<file path="src/rtl/cpu_run_ctrl_pkg.sv">
// Shared mode/command encodings for the run-mode controller, plus the
// command decoder that maps (code, current mode) to a target mode.
package cpu_run_ctrl_pkg;

   // Mode encodings are architecturally visible on mode_o.
   typedef enum logic [3:0] {
      MODE_FAULT = 4'd2,
      MODE_HALT  = 4'd4,
      MODE_RUN   = 4'd5,
      MODE_LOCK  = 4'd6,
      MODE_STEP  = 4'd7
   } mode_e;

   // Command / exception codes; 0 and 8..15 are ignored.
   localparam logic [3:0] EXC_RUN    = 4'd1;
   localparam logic [3:0] EXC_FAULT  = 4'd2;
   localparam logic [3:0] EXC_RESUME = 4'd3;
   localparam logic [3:0] EXC_HALT   = 4'd4;
   localparam logic [3:0] EXC_LOCK   = 4'd5;
   localparam logic [3:0] EXC_UNLOCK = 4'd6;
   localparam logic [3:0] EXC_STEP   = 4'd7;

   typedef struct packed {
      logic  accept;   // code applies in the current mode
      mode_e target;   // mode to enter when accepted
   } cmd_res_t;

   // Only one code arrives per cycle, so each code maps to exactly one rule.
   function automatic cmd_res_t decode_cmd(input logic [3:0] code,
                                           input mode_e      mode,
                                           input logic       step_n_nz);
      cmd_res_t r;
      r.accept = 1'b0;
      r.target = mode;
      case (code)
         EXC_FAULT:  if (mode != MODE_LOCK) begin
                        r.accept = 1'b1; r.target = MODE_FAULT;
                     end
         EXC_HALT:   if (mode != MODE_FAULT && mode != MODE_LOCK) begin
                        r.accept = 1'b1; r.target = MODE_HALT;
                     end
         EXC_RUN:    if (mode != MODE_LOCK) begin
                        r.accept = 1'b1; r.target = MODE_RUN;
                     end
         EXC_RESUME: if (mode != MODE_FAULT && mode != MODE_LOCK) begin
                        r.accept = 1'b1; r.target = MODE_RUN;
                     end
         EXC_UNLOCK: if (mode == MODE_LOCK || mode == MODE_RUN) begin
                        r.accept = 1'b1; r.target = MODE_RUN;
                     end
         EXC_LOCK:   begin
                        r.accept = 1'b1; r.target = MODE_LOCK;
                     end
         EXC_STEP:   if (mode == MODE_HALT && step_n_nz) begin
                        r.accept = 1'b1; r.target = MODE_STEP;
                     end
         default:    r.accept = 1'b0;
      endcase
      return r;
   endfunction

   // Codes that try to keep/return the core to RUN lose against a watchdog bite.
   function automatic logic wdt_overrides(input logic [3:0] code);
      return (code == EXC_RUN) || (code == EXC_RESUME) || (code == EXC_UNLOCK);
   endfunction

endpackage

</file>
<file path="src/rtl/cpu_run_wdt.sv">
// Watchdog: counts consecutive RUN cycles without a kick and flags expiry
// on the cycle the count reaches WDT_CYCLES. The parent turns the strobe
// into the FAULT transition and the registered wdt_fault_o pulse.
module cpu_run_wdt #(
   parameter int unsigned WDT_CYCLES = 8
) (
   input  logic clk_i,
   input  logic rst_i,
   input  logic run_i,
   input  logic kick_i,
   output logic expire_o
);

   localparam int CW = $clog2(WDT_CYCLES + 1);
   localparam logic [CW-1:0] LAST = CW'(WDT_CYCLES - 1);

   logic [CW-1:0] cnt_q, cnt_d;

   // Expiry strobe and next count; any non-RUN cycle or kick restarts counting.
   always_comb begin
      expire_o = run_i && !kick_i && (cnt_q == LAST);
      cnt_d    = cnt_q + CW'(1);
      if (!run_i || kick_i || expire_o) begin
         cnt_d = '0;
      end
   end

   // Count register.
   always_ff @(posedge clk_i) begin
      if (rst_i) begin
         cnt_q <= '0;
      end else begin
         cnt_q <= cnt_d;
      end
   end

endmodule

</file>
<file path="src/rtl/cpu_run_ctrl.sv">
// Run-mode controller: registered mode FSM driven by command codes, a
// clock-enable for the pipeline, N-cycle single step, optional watchdog
// and a wide enabled-cycle counter with sticky overflow.
// exc_valid_i qualifies exc_code_i for one cycle; there is no ready, every
// valid code is evaluated that cycle and either applied or dropped.
module cpu_run_ctrl
   import cpu_run_ctrl_pkg::*;
#(
   parameter int          CNT_W      = 32,
   parameter int          STEP_W     = 16,
   parameter int unsigned WDT_CYCLES = 0,
   parameter int          RESET_MODE = 4   // HALT (4) or RUN (5)
) (
   input  logic              clk_i,
   input  logic              rst_i,
   input  logic              exc_valid_i,
   input  logic [3:0]        exc_code_i,
   input  logic [STEP_W-1:0] step_n_i,
   input  logic              clr_cnt_i,
   input  logic              wdt_kick_i,
   output logic              cpu_en_o,
   output logic [3:0]        mode_o,
   output logic [CNT_W-1:0]  cycle_cnt_o,
   output logic              cnt_ovf_o,
   output logic              step_done_o,
   output logic              wdt_fault_o
);

   localparam mode_e RST_MODE = mode_e'(4'(RESET_MODE));

   mode_e             mode_q, mode_d;
   logic [STEP_W-1:0] step_rem_q, step_rem_d;
   logic [CNT_W-1:0]  cnt_q, cnt_d;
   logic              ovf_q, ovf_d;
   logic              step_done_q, step_done_d;
   logic              wdt_fault_q, wdt_fault_d;
   logic              wdt_expire;
   logic              take_cmd;
   cmd_res_t          cmd;

   assign cpu_en_o    = (mode_q == MODE_RUN) || (mode_q == MODE_STEP);
   assign mode_o      = mode_q;
   assign cycle_cnt_o = cnt_q;
   assign cnt_ovf_o   = ovf_q;
   assign step_done_o = step_done_q;
   assign wdt_fault_o = wdt_fault_q;

   generate
      if (WDT_CYCLES > 0) begin : g_wdt
         cpu_run_wdt #(
            .WDT_CYCLES(WDT_CYCLES)
         ) u_wdt (
            .clk_i   (clk_i),
            .rst_i   (rst_i),
            .run_i   (mode_q == MODE_RUN),
            .kick_i  (wdt_kick_i),
            .expire_o(wdt_expire)
         );
      end else begin : g_no_wdt
         // Watchdog absent: the kick input has no effect.
         assign wdt_expire = wdt_kick_i & 1'b0;
      end
   endgenerate

   // Next mode, step countdown and pulses: commands first, then watchdog, then step expiry.
   always_comb begin
      mode_d      = mode_q;
      step_rem_d  = step_rem_q;
      step_done_d = 1'b0;
      wdt_fault_d = 1'b0;
      cmd         = decode_cmd(exc_code_i, mode_q, step_n_i != '0);
      take_cmd    = exc_valid_i && cmd.accept &&
                    !(wdt_expire && wdt_overrides(exc_code_i));
      if (take_cmd) begin
         mode_d     = cmd.target;
         step_rem_d = (cmd.target == MODE_STEP) ? step_n_i : '0;
      end else if (wdt_expire) begin
         mode_d      = MODE_FAULT;
         wdt_fault_d = 1'b1;
         step_rem_d  = '0;
      end else if (mode_q == MODE_STEP) begin
         step_rem_d = step_rem_q - STEP_W'(1);
         if (step_rem_q == STEP_W'(1)) begin
            mode_d      = MODE_HALT;
            step_done_d = 1'b1;
         end
      end
   end

   // Enabled-cycle counter; clear wins over increment in the same cycle.
   always_comb begin
      cnt_d = cnt_q;
      ovf_d = ovf_q;
      if (clr_cnt_i) begin
         cnt_d = '0;
         ovf_d = 1'b0;
      end else if (cpu_en_o) begin
         cnt_d = cnt_q + CNT_W'(1);
         if (&cnt_q) begin
            ovf_d = 1'b1;
         end
      end
   end

   // State registers; reset returns everything to idle with no pulses.
   always_ff @(posedge clk_i) begin
      if (rst_i) begin
         mode_q      <= RST_MODE;
         step_rem_q  <= '0;
         cnt_q       <= '0;
         ovf_q       <= 1'b0;
         step_done_q <= 1'b0;
         wdt_fault_q <= 1'b0;
      end else begin
         mode_q      <= mode_d;
         step_rem_q  <= step_rem_d;
         cnt_q       <= cnt_d;
         ovf_q       <= ovf_d;
         step_done_q <= step_done_d;
         wdt_fault_q <= wdt_fault_d;
      end
   end

endmodule

</file>
<file path="config.mk">
export PLATFORM = sky130hd
export DESIGN_NAME = cpu_run_ctrl
export DESIGN_NICKNAME = d
export VERILOG_FILES = /design/src/rtl/cpu_run_ctrl_pkg.sv /design/src/rtl/cpu_run_wdt.sv /design/src/rtl/cpu_run_ctrl.sv
export SDC_FILE = /design/constraint.sdc
export NUM_CORES = 1
export LEC_CHECK = 0
export BUFFER_PORTS_ARGS = -buffer_cell sky130_fd_sc_hd__buf_4
export CAP_MARGIN = 10
export CORE_MARGIN = 2
export CORE_UTILIZATION = 45
export DETAILED_ROUTE_END_ITERATION = 12
export PLACE_DENSITY = 0.8
export SLEW_MARGIN = 0
export SYNTH_ARGS = -nofsm -noshare
export SYNTH_HDL_FRONTEND = slang
export SYNTH_SLANG_ARGS = --single-unit
export TNS_END_PERCENT = 20
</file>
<file path="constraint.sdc">
create_clock -name clk_i -period 4.6 [get_ports clk_i]
set_input_delay 1.38 -clock clk_i [delete_from_list [all_inputs] [get_ports clk_i]]
set_output_delay 1.38 -clock clk_i [all_outputs]
set_load 0.01 [all_outputs]
</file>
## Yosys cells after proc, flatten, opt, wreduce, memory -nomap -nowiden

Index checks and enable logic that the tools add are counted.
Widths: inputs -> output; s select.

- Output and inout bits: 40
- ROM bits: 0
- Register bits after elaboration: 54
- Memories: 0
- Bits in writable memories: 0
- Latch bits: 0
- Bits of input ports: 25

- Div/mod/pow operators: 0
- Magnitude comparators: 0
- Shift operators: 0
- Bitwise gates (word level): 1
- Reductions and logical operators: 12
- Equal/unequal tests: 15
- Muxes and demuxes: 15
- Add/subtract/negate cells: 2
- Multiply operators: 0

Operator list:

| cell | count |
|---|---|
| $mux 16 | 3 |
| $eq 4x3->1 const B | 9 |
| $reduce_and 33->1 | 1 |
| $add 32x1->32 const B | 1 |
| $mux 5 | 6 |
| $pmux 4 s7 | 1 |
| $eq 16x1->1 const B | 1 |
| $reduce_bool 16->1 | 1 |
| $sub 16x1->16 const B | 1 |
| $mux 4 | 3 |
| $eq 4x2->1 const B | 2 |
| $pmux 1 s7 | 1 |
| $eq 4x1->1 const B | 1 |
| $ne 4x2->1 const B | 1 |
| $ne 4x3->1 const B | 1 |
| $reduce_bool 2->1 | 2 |
| $logic_and 1x1->1 | 3 |
| $reduce_or 3->1 | 1 |
| $logic_or 1x1->1 | 2 |
| $reduce_and 2->1 | 1 |
| $reduce_or 2->1 | 1 |
| $mux 1 | 1 |
| $not 1->1 | 1 |

## Logic depth before layout (Yosys ltp)

Gate-level depths: netlist (run 1).

- Depth in word-level cells: 7
- Mapped depth: 8
- Mapped depth without buffers: 8

## Worst setup path after synthesis (run 1)

No wires, ideal clock.

- Path kind: input to register
- Start: input exc_code_i[0]
- End: register mode_q[3] (netlist: mode_o[3])
- Buffers on the path: 1
- Library setup time: 112 ps
- Cell stages on the path: 7
- Slack: 1660 ps
- Data arrival time: 2828 ps
- Cell sequence: or4b_1 > a31oi_1 > nor2_1 > a31oi_4 > buf_4 > nor2_1 > a2111oi_1

- Cells in the longest elaborated chain, start to end: 5
- Elaborated cells between the ends (all ways): 14

Ends and longest elaborated chain:

| element | RTL line | text |
|---|---|---|
| from (decl) | cpu_run_ctrl.sv:17 | `input logic [3:0] exc_code_i,` |
| $eq 4x3->1, or another cell as far along | cpu_run_ctrl_pkg.sv:35 | `case (code)` |
| $pmux 1 s7 | cpu_run_ctrl_pkg.sv:35 |  |
| $logic_and 1x1->1 | cpu_run_ctrl.sv:72 | `take_cmd = exc_valid_i && cmd.accept &&` |
| $reduce_bool 2->1 (no source line) | n/a |  |
| $reduce_and 2->1 (no source line) | n/a |  |
| to (signal assigned) | cpu_run_ctrl.sv:115 | `mode_q <= mode_d;` |
| to (decl) | cpu_run_ctrl.sv:31 | `mode_e mode_q, mode_d;` |

Several ways; a longest one is shown, not always the timed one.
A chain may end at the register's enable or synchronous reset.

## Final worst setup path (run 1)

- Start: input exc_code_i[0]
- End: register step_rem_q[1]

- Cells in the longest elaborated chain, start to end: 5
- Elaborated cells between the ends (all ways): 14

Ends and longest elaborated chain:

| element | RTL line | text |
|---|---|---|
| $eq 4x3->1, or another cell as far along | cpu_run_ctrl_pkg.sv:35 |  |
| $pmux 4 s7 | cpu_run_ctrl_pkg.sv:35 |  |
| $eq 4x3->1 | cpu_run_ctrl.sv:76 | `step_rem_d = (cmd.target == MODE_STEP) ? step_n_i : '0;` |
| $mux 16 | cpu_run_ctrl.sv:76 |  |
| $mux 16 | cpu_run_ctrl.sv:74 | `if (take_cmd) begin` |
| to (signal assigned) | cpu_run_ctrl.sv:116 | `step_rem_q <= step_rem_d;` |
| to (decl) | cpu_run_ctrl.sv:32 | `logic [STEP_W-1:0] step_rem_q, step_rem_d;` |

Several ways; a longest one is shown, not always the timed one.

==> flow_summary_export.csv, run 1 <==
group,metric,value,unit
clocking,clock_sink_count,54,
routing,viasPerCell,5.83,
setup_path,crit_family,"compound AO/OA/AOI/OAI gates",
synth,synth.distinct_cells,54,
global_routing,grt_pass1_vias,2561,
synth,synth_top_family_by_area,"simple AND/OR/NAND/NOR gates",
global_routing,grt_antenna_before_repair,0,
routing,num_vias,2814,
global_routing,grt_pass1_wl,12.0,mm
synth,synth_xor_xnor_area_share,0.0917,
setup_path,critPathMostFrequentCell,"nor2_1",
setup_path,timing.setup.critical_path_class,"primary input to flip-flop",
floorplanning,start_util,0.466,
setup_path,crit_cells,7,
power,pwr-share-clk,0.358,
setup_path,startpoint_type,"primary input",
global_routing,use_met2,0.327,
synth,avgSynthCellArea,8.37,µm²
power,power_density,269,mW/mm²
routing,first_iter_violations,206,
floorplanning,ios,65,
sta,finalSetupViolations,0,
setup_path,crit_buf_inv,1,
global_routing,overflow,0,
placed_design,port_buffers,62,
clocking,clockBufferDepth,2,
setup_path,cpMaxStageDelayCell,"a31oi_4",
clocking,clk_pin_slew,100,ps
setup_path,end_kind,"flip-flop",
setup_path,cp_slowest_stage_delay,550,ps
floorplanning,rows,29,
routing,antenna_left,0,
synth,async_flop_share,0,
sta,fmax,0.310,GHz
clocking,tritoncts,"built",
layout,area_growth_syn_to_layout,20.1,%
clocking,hold_buffers,0,
synth,ys_seq_elements,54,
global_routing,grt_max_degree,34,
sta,min_period_over_period,0.701,
synth,yosys.area.top_type,"dfxtp_1",
sta,final_max_slew_viol_count,0,
global_routing,grt_use_total,0.198,
clocking,post_cts_buffers,0,
clocking,cts_made_buffers,5,
power,p_seq_frac,0.506,
layout,layout.nets,433,
synth,yosysMostFrequentCell,"dfxtp_1",
clocking,clockRootBuffer,"clkbuf_8",
routing,first_pass_iters,5,
global_routing,met1_usage,0.262,
sta,relSlewSlack,0.400,
worst_hold_path,hold-path-cell-count,2,
synth,yosys-top-cells-area,"dfxtp_1, nor2_1, xor2_1, nand2_1, xnor2_1",
worst_hold_path,hp-class,"flip-flop to flip-flop",
status,status,"finished clean",
synth,synthFlopType,"dfxtp_1",
routing,route.detailed.drc,0,
synth,synth_edf_count,0,
synth,synth-simple-area-share,0.286,
layout,layout-drive-gt1-share,0.217,
routing,wl,7.06,mm
floorplanning,die_w,85.1,µm
setup_path,crit_arrival,3450,ps
power,switching_share,0.269,
synth,syn-cell-area,0.00296,mm²
synth,netlist.area_leader.share,0.365,
global_routing,globalRouteMet3Util,0.0331,
placed_design,detailed_place_hpwl,5.13,mm
setup_path,worstPathRequired,4830,ps
layout,diodes,0,
routing,routedWlPerCell,14.6,µm
power,ir_drop,0.221,mV
setup_path,rr_worst_depth,7,
clocking,cts_resized,0,
synth,synth_mux_area_frac,0.00338,
synth,yosysSeqAreaShare,0.365,
clocking,clk_latency,320,ps
sta,rsz0062_at_grt,"false",
synth,syn_inst,354,
floorplanning,core_region_area,0.00635,mm²
synth,synth_compound_area_frac,0.191,
sta,worst_slew_pin_slew,896,ps
sta,finalHoldViolations,0,
global_routing,top_usage_layer,"met2",
power,p_comb_frac,0.136,
clocking,htreeDepth,2,
run,drv_cap,0,
sta,fin_skew,3.44,ps
synth,synth_warnings,0,
synth,synthAdderAreaFrac,0.0127,
power,p_int,0.000698,W
power,power.net_switching,0.000257,W
synth,synth_common_cells,"dfxtp_1, nor2_1, nand2_1, xor2_1",
setup_path,critPathMaxFanout,23,
sta,hold_ws,489,ps
setup_path,path_cells,"buf_4 > or4b_1 > a31oi_1 > nor2_1 > a31oi_4 > nor2_1 > a221oi_1",
floorplanning,die_y,85.1,µm
synth,synth_fp_nets,382,
placed_design,routabilityCongestion,0.898,
sta,fin_tns_setup,0,ps
sta,finalCriticalPeriod,3220,ps
floorplanning,die-area,0.00725,mm²
power,leakage,1.31,nW
-- worst min-delay path: cells and delay by family (launching register included) --
kind               cells  cell delay, ps
DFF                    1             350
and+or+nand+nor        1              70
AOI/OAI and AO/OA      1              40
-- through the flow --
stage	total power [W]	setup slack (ps)	cells	utilization	area, µm²
3_5_place_dp	0.000623	1050	475	0.542	3440
6_report	0.000955	1380	483	0.560	3560
4_1_cts	0.000959	1400	483	0.560	3560
5_1_grt	0.000991	1200	483	0.560	3560
3_3_place_gp	0.000620	1090	475	0.542	3440
2_1_floorplan	0.000587	1660	354	-	2960
-- cell type report --
type / instances / area, µm²
Clock inverter: 3 / 47.5
Fill cell: 578 / 2790
Tap cell: 77 / 96.3
Timing Repair Buffer: 63 / 473
Sequential cell: 54 / 1080
Multi-Input combinational cell: 267 / 1740
Clock buffer: 5 / 68.8
Inverter: 14 / 52.6
-- path summary, 6_finish.rpt --
path | startpoint | end | slack (ps)
worst min-delay path | cnt_ovf_o$_SDFFE_PP0P_ | cnt_ovf_o$_SDFFE_PP0P_ | 490
worst max register to register | mode_o[1]$_SDFFE_PP0P_ | step_rem_q[4]$_SDFFE_PP0P_ | 2050
worst min register to register | cnt_ovf_o$_SDFFE_PP0P_ | cnt_ovf_o$_SDFFE_PP0P_ | 490
worst max-delay path | exc_code_i[0] | step_rem_q[1]$_SDFFE_PP0P_ | 1380
-- cell families (layout without fill, tap and decap cells) --
kind of cell             after synthesis  in the layout
buffers and inverters                 33             85
multiplexers                           1              1
flip-flops                            54             54
XOR/XNOR                              31             31
AND/OR/NAND/NOR                      164            164
adder cells (fa/ha/maj)                3              3
AO/OA/AOI/OAI                         67             67
other                                  1              1
-- state kept, by name, indices dropped and copies added, names as in the netlist --
register	count
mode_o	4
cycle_cnt_o	32
step_done_o	1
cnt_ovf_o	1
step_rem_q	16
-- cell usage in the layout, fill, tap and decap left out, types with 6 or more instances in the layout --
master	netlist	final
nand3_1	10	10
nor2_1	46	46
a311o_1	10	10
xnor2_1	13	13
nor4_1	13	13
a211oi_1	6	6
a2bb2oi_1	6	6
nand4_1	10	10
a21oi_1	11	11
dfxtp_1	54	54
nor3_1	14	14
o21ai_0	7	7
nand2_1	33	33
xor2_1	18	18
inv_1	14	14
buf_4	3	63
-- power groups by stage --
stage | sequential (W) | clock [W] | combinational (W)
2_1_floorplan | 0.000491 | 0 | 0.0000957
3_3_place_gp | 0.000493 | 0 | 0.000126
3_5_place_dp | 0.000494 | 0 | 0.000129
4_1_cts | 0.000483 | 0.000346 | 0.000130
5_1_grt | 0.000485 | 0.000361 | 0.000145
6_report | 0.000483 | 0.000342 | 0.000130
-- routing by layer --
layer  part of all wire  up-vias
met4              0.019        0
li1                   -     1391
met3              0.045       11
met5                  0        -
met2               0.49       78
met1               0.44     1334
Power figures use the tool's default switching activity.
==> run 2, diff against run 1 <==
==> constraint.sdc (replaced) <==
create_clock -name clk_i -period 3 [get_ports clk_i]
set_input_delay 0.9 -clock clk_i [delete_from_list [all_inputs] [get_ports clk_i]]
set_output_delay 0.9 -clock clk_i [all_outputs]
set_load 0.01 [all_outputs]
==> run 2 against run 1 <==
  * Utilization grew 0.93 points
  * Worst hold slack lost 0.65 ps
  * Global-route usage shrank 0.41 points
  * Highest routed layer unchanged
  * Clock skew grew 10 ps
  * Critical path type unchanged
  * Clock power grew 48%
  * Die area is the same
  * Sequential power grew 53%
  * Register-to-register slack lost 1400 ps
  * Power grew 52%
  * Largest cell class unchanged
==> flow_summary_export.csv, run 2 (synthesized netlist as in run 1, its figures left out) <==
group,metric,value,unit
status,status,"finished clean",
clocking,cts_resized,0,
floorplanning,core_region_area,0.00635,mm²
routing,routedWlPerCell,14.2,µm
clocking,clockRootBuffer,"clkbuf_8",
sta,finalHoldViolations,0,
clocking,tritoncts,"built",
routing,wl,6.94,mm
sta,fmax,0.398,GHz
setup_path,critPathMaxFanout,12,
setup_path,r2r_slack,600,ps
global_routing,grt_antenna_before_repair,0,
setup_path,end_kind,"flip-flop",
layout,area_growth_syn_to_layout,22.1,%
worst_hold_path,hp-class,"flip-flop to flip-flop",
global_routing,grt_pass1_wl,11.8,mm
routing,antenna_left,0,
floorplanning,start_util,0.466,
layout,final_common_cell,"buf_4",
run,drv_cap,0,
floorplanning,ios,65,
layout,layout.nets,439,
layout,largest_reg_flops,32,
setup_path,startpoint,"step_n_i[3]",
sta,final_max_slew_viol_count,0,
clocking,clock_sink_count,54,
clocking,hold_buffers,0,
floorplanning,die_w,85.1,µm
clocking,clk_pin_slew,110,ps
setup_path,worstPathRequired,3210,ps
sta,finalSetupViolations,0,
floorplanning,die_y,85.1,µm
setup_path,crit_arrival,2730,ps
clocking,cts_made_buffers,5,
clocking,clk_latency,310,ps
placed_design,detailed_place_hpwl,5.08,mm
sta,min_period_over_period,0.838,
global_routing,grt_use_total,0.194,
sta,relSlewSlack,0.514,
routing,first_pass_iters,4,
layout,fill_cells,572,
sta,worst_slew_pin_slew,719,ps
worst_hold_path,hold-path-cell-count,2,
layout,diodes,0,
power,leakage,1.34,nW
sta,fin_skew,13.5,ps
sta,rsz0062_at_grt,"false",
power,ir_drop,0.196,mV
routing,route.detailed.drc,0,
global_routing,grt_pass1_vias,2562,
sta,fin_tns_setup,0,ps
setup_path,reg2reg_to,"step_rem_q[4]$_SDFFE_PP0P_",
power,total_power,0.00145,W
placed_design,routabilityCongestion,0.848,
setup_path,crit_path_end,"step_rem_q[4]$_SDFFE_PP0P_",
routing,first_iter_violations,169,
global_routing,overflow,0,
setup_path,timing.setup.critical_path_class,"primary input to flip-flop",
setup_path,rr_worst_depth,7,
setup_path,r2r_start,"mode_o[1]$_SDFFE_PP0P_",
floorplanning,rows,29,
sta,finalCriticalPeriod,2520,ps
layout,final_cell_mix,"buf_4, dfxtp_1, nor2_1, nand2_1, xor2_1",
layout,layout-drive-gt1-share,0.228,
placed_design,port_buffers,62,
clocking,post_cts_buffers,0,
routing,num_vias,2819,
power,power_density,401,mW/mm²
clocking,clockBufferDepth,2,
setup_path,startpoint_type,"primary input",
clocking,htreeDepth,2,
routing,viasPerCell,5.76,
floorplanning,die-area,0.00725,mm²
global_routing,grt_max_degree,34,
[run 2: worst min-delay path by stage]
stage	start	end	slack [ps]
floorplan	step_rem_q[6]$_SDFFE_PP0P_	step_rem_q[6]$_SDFFE_PP0P_	480
global placement	cnt_ovf_o$_SDFFE_PP0P_	cnt_ovf_o$_SDFFE_PP0P_	450
detailed placement	cnt_ovf_o$_SDFFE_PP0P_	cnt_ovf_o$_SDFFE_PP0P_	480
CTS	cnt_ovf_o$_SDFFE_PP0P_	cnt_ovf_o$_SDFFE_PP0P_	510
global route	cnt_ovf_o$_SDFFE_PP0P_	cnt_ovf_o$_SDFFE_PP0P_	530
finish	cnt_ovf_o$_SDFFE_PP0P_	cnt_ovf_o$_SDFFE_PP0P_	490
[run 2: layout make-up]
type	count	area (µm²)	area share
Clock buffer	5	68.8	0.0190
Clock inverter	3	48.8	0.0135
Inverter	14	52.6	0.0145
Multi-Input combinational cell	267	1740	0.480
Sequential cell	54	1080	0.299
Tap cell	77	96.3	0.0267
Timing Repair Buffer	69	531	0.147
[run 2: through the flow]
stage / hold slack, ps / util / area [µm²] / setup WS (ps) / cells
floorplan: 481 / - / 2960 / 540 / 354
global route: 526 / 0.569 / 3610 / 334 / 489
global placement: 453 / 0.551 / 3500 / 266 / 481
detailed placement: 479 / 0.551 / 3500 / 206 / 481
finish: 489 / 0.569 / 3610 / 485 / 489
CTS: 506 / 0.569 / 3610 / 515 / 489
[run 2: metal layers]
| layer | wire length (µm) | vias up | part of all wire | GRT usage |
|---|---|---|---|---|
| li1 | - | 1399 | - | - |
| met1 | 3070 | 1328 | 0.44 | 0.261 |
| met2 | 3400 | 84 | 0.49 | 0.320 |
| met3 | 355 | 8 | 0.051 | 0.0253 |
| met4 | 118 | 0 | 0.017 | 0.0678 |
| met5 | 0 | - | 0 | 0 |
[run 2: critical path, stage by stage]
cell      delay, ps
buf_4           120
nor4_1          400
nand4_1         200
nand4_2         210
a31oi_4         180
buf_12          190
a311o_1         290
a221oi_2        230
[run 2: where the power goes]
group / internal [W] / total, W / switching, W / leakage (nW)
clock: 0.000255 / 0.000506 / 0.000251 / 0.0563
sequential: 0.000727 / 0.000741 / 0.0000139 / 0.436
combinational: 0.0000920 / 0.000204 / 0.000112 / 0.851
total: 0.00107 / 0.00145 / 0.000377 / 1.34
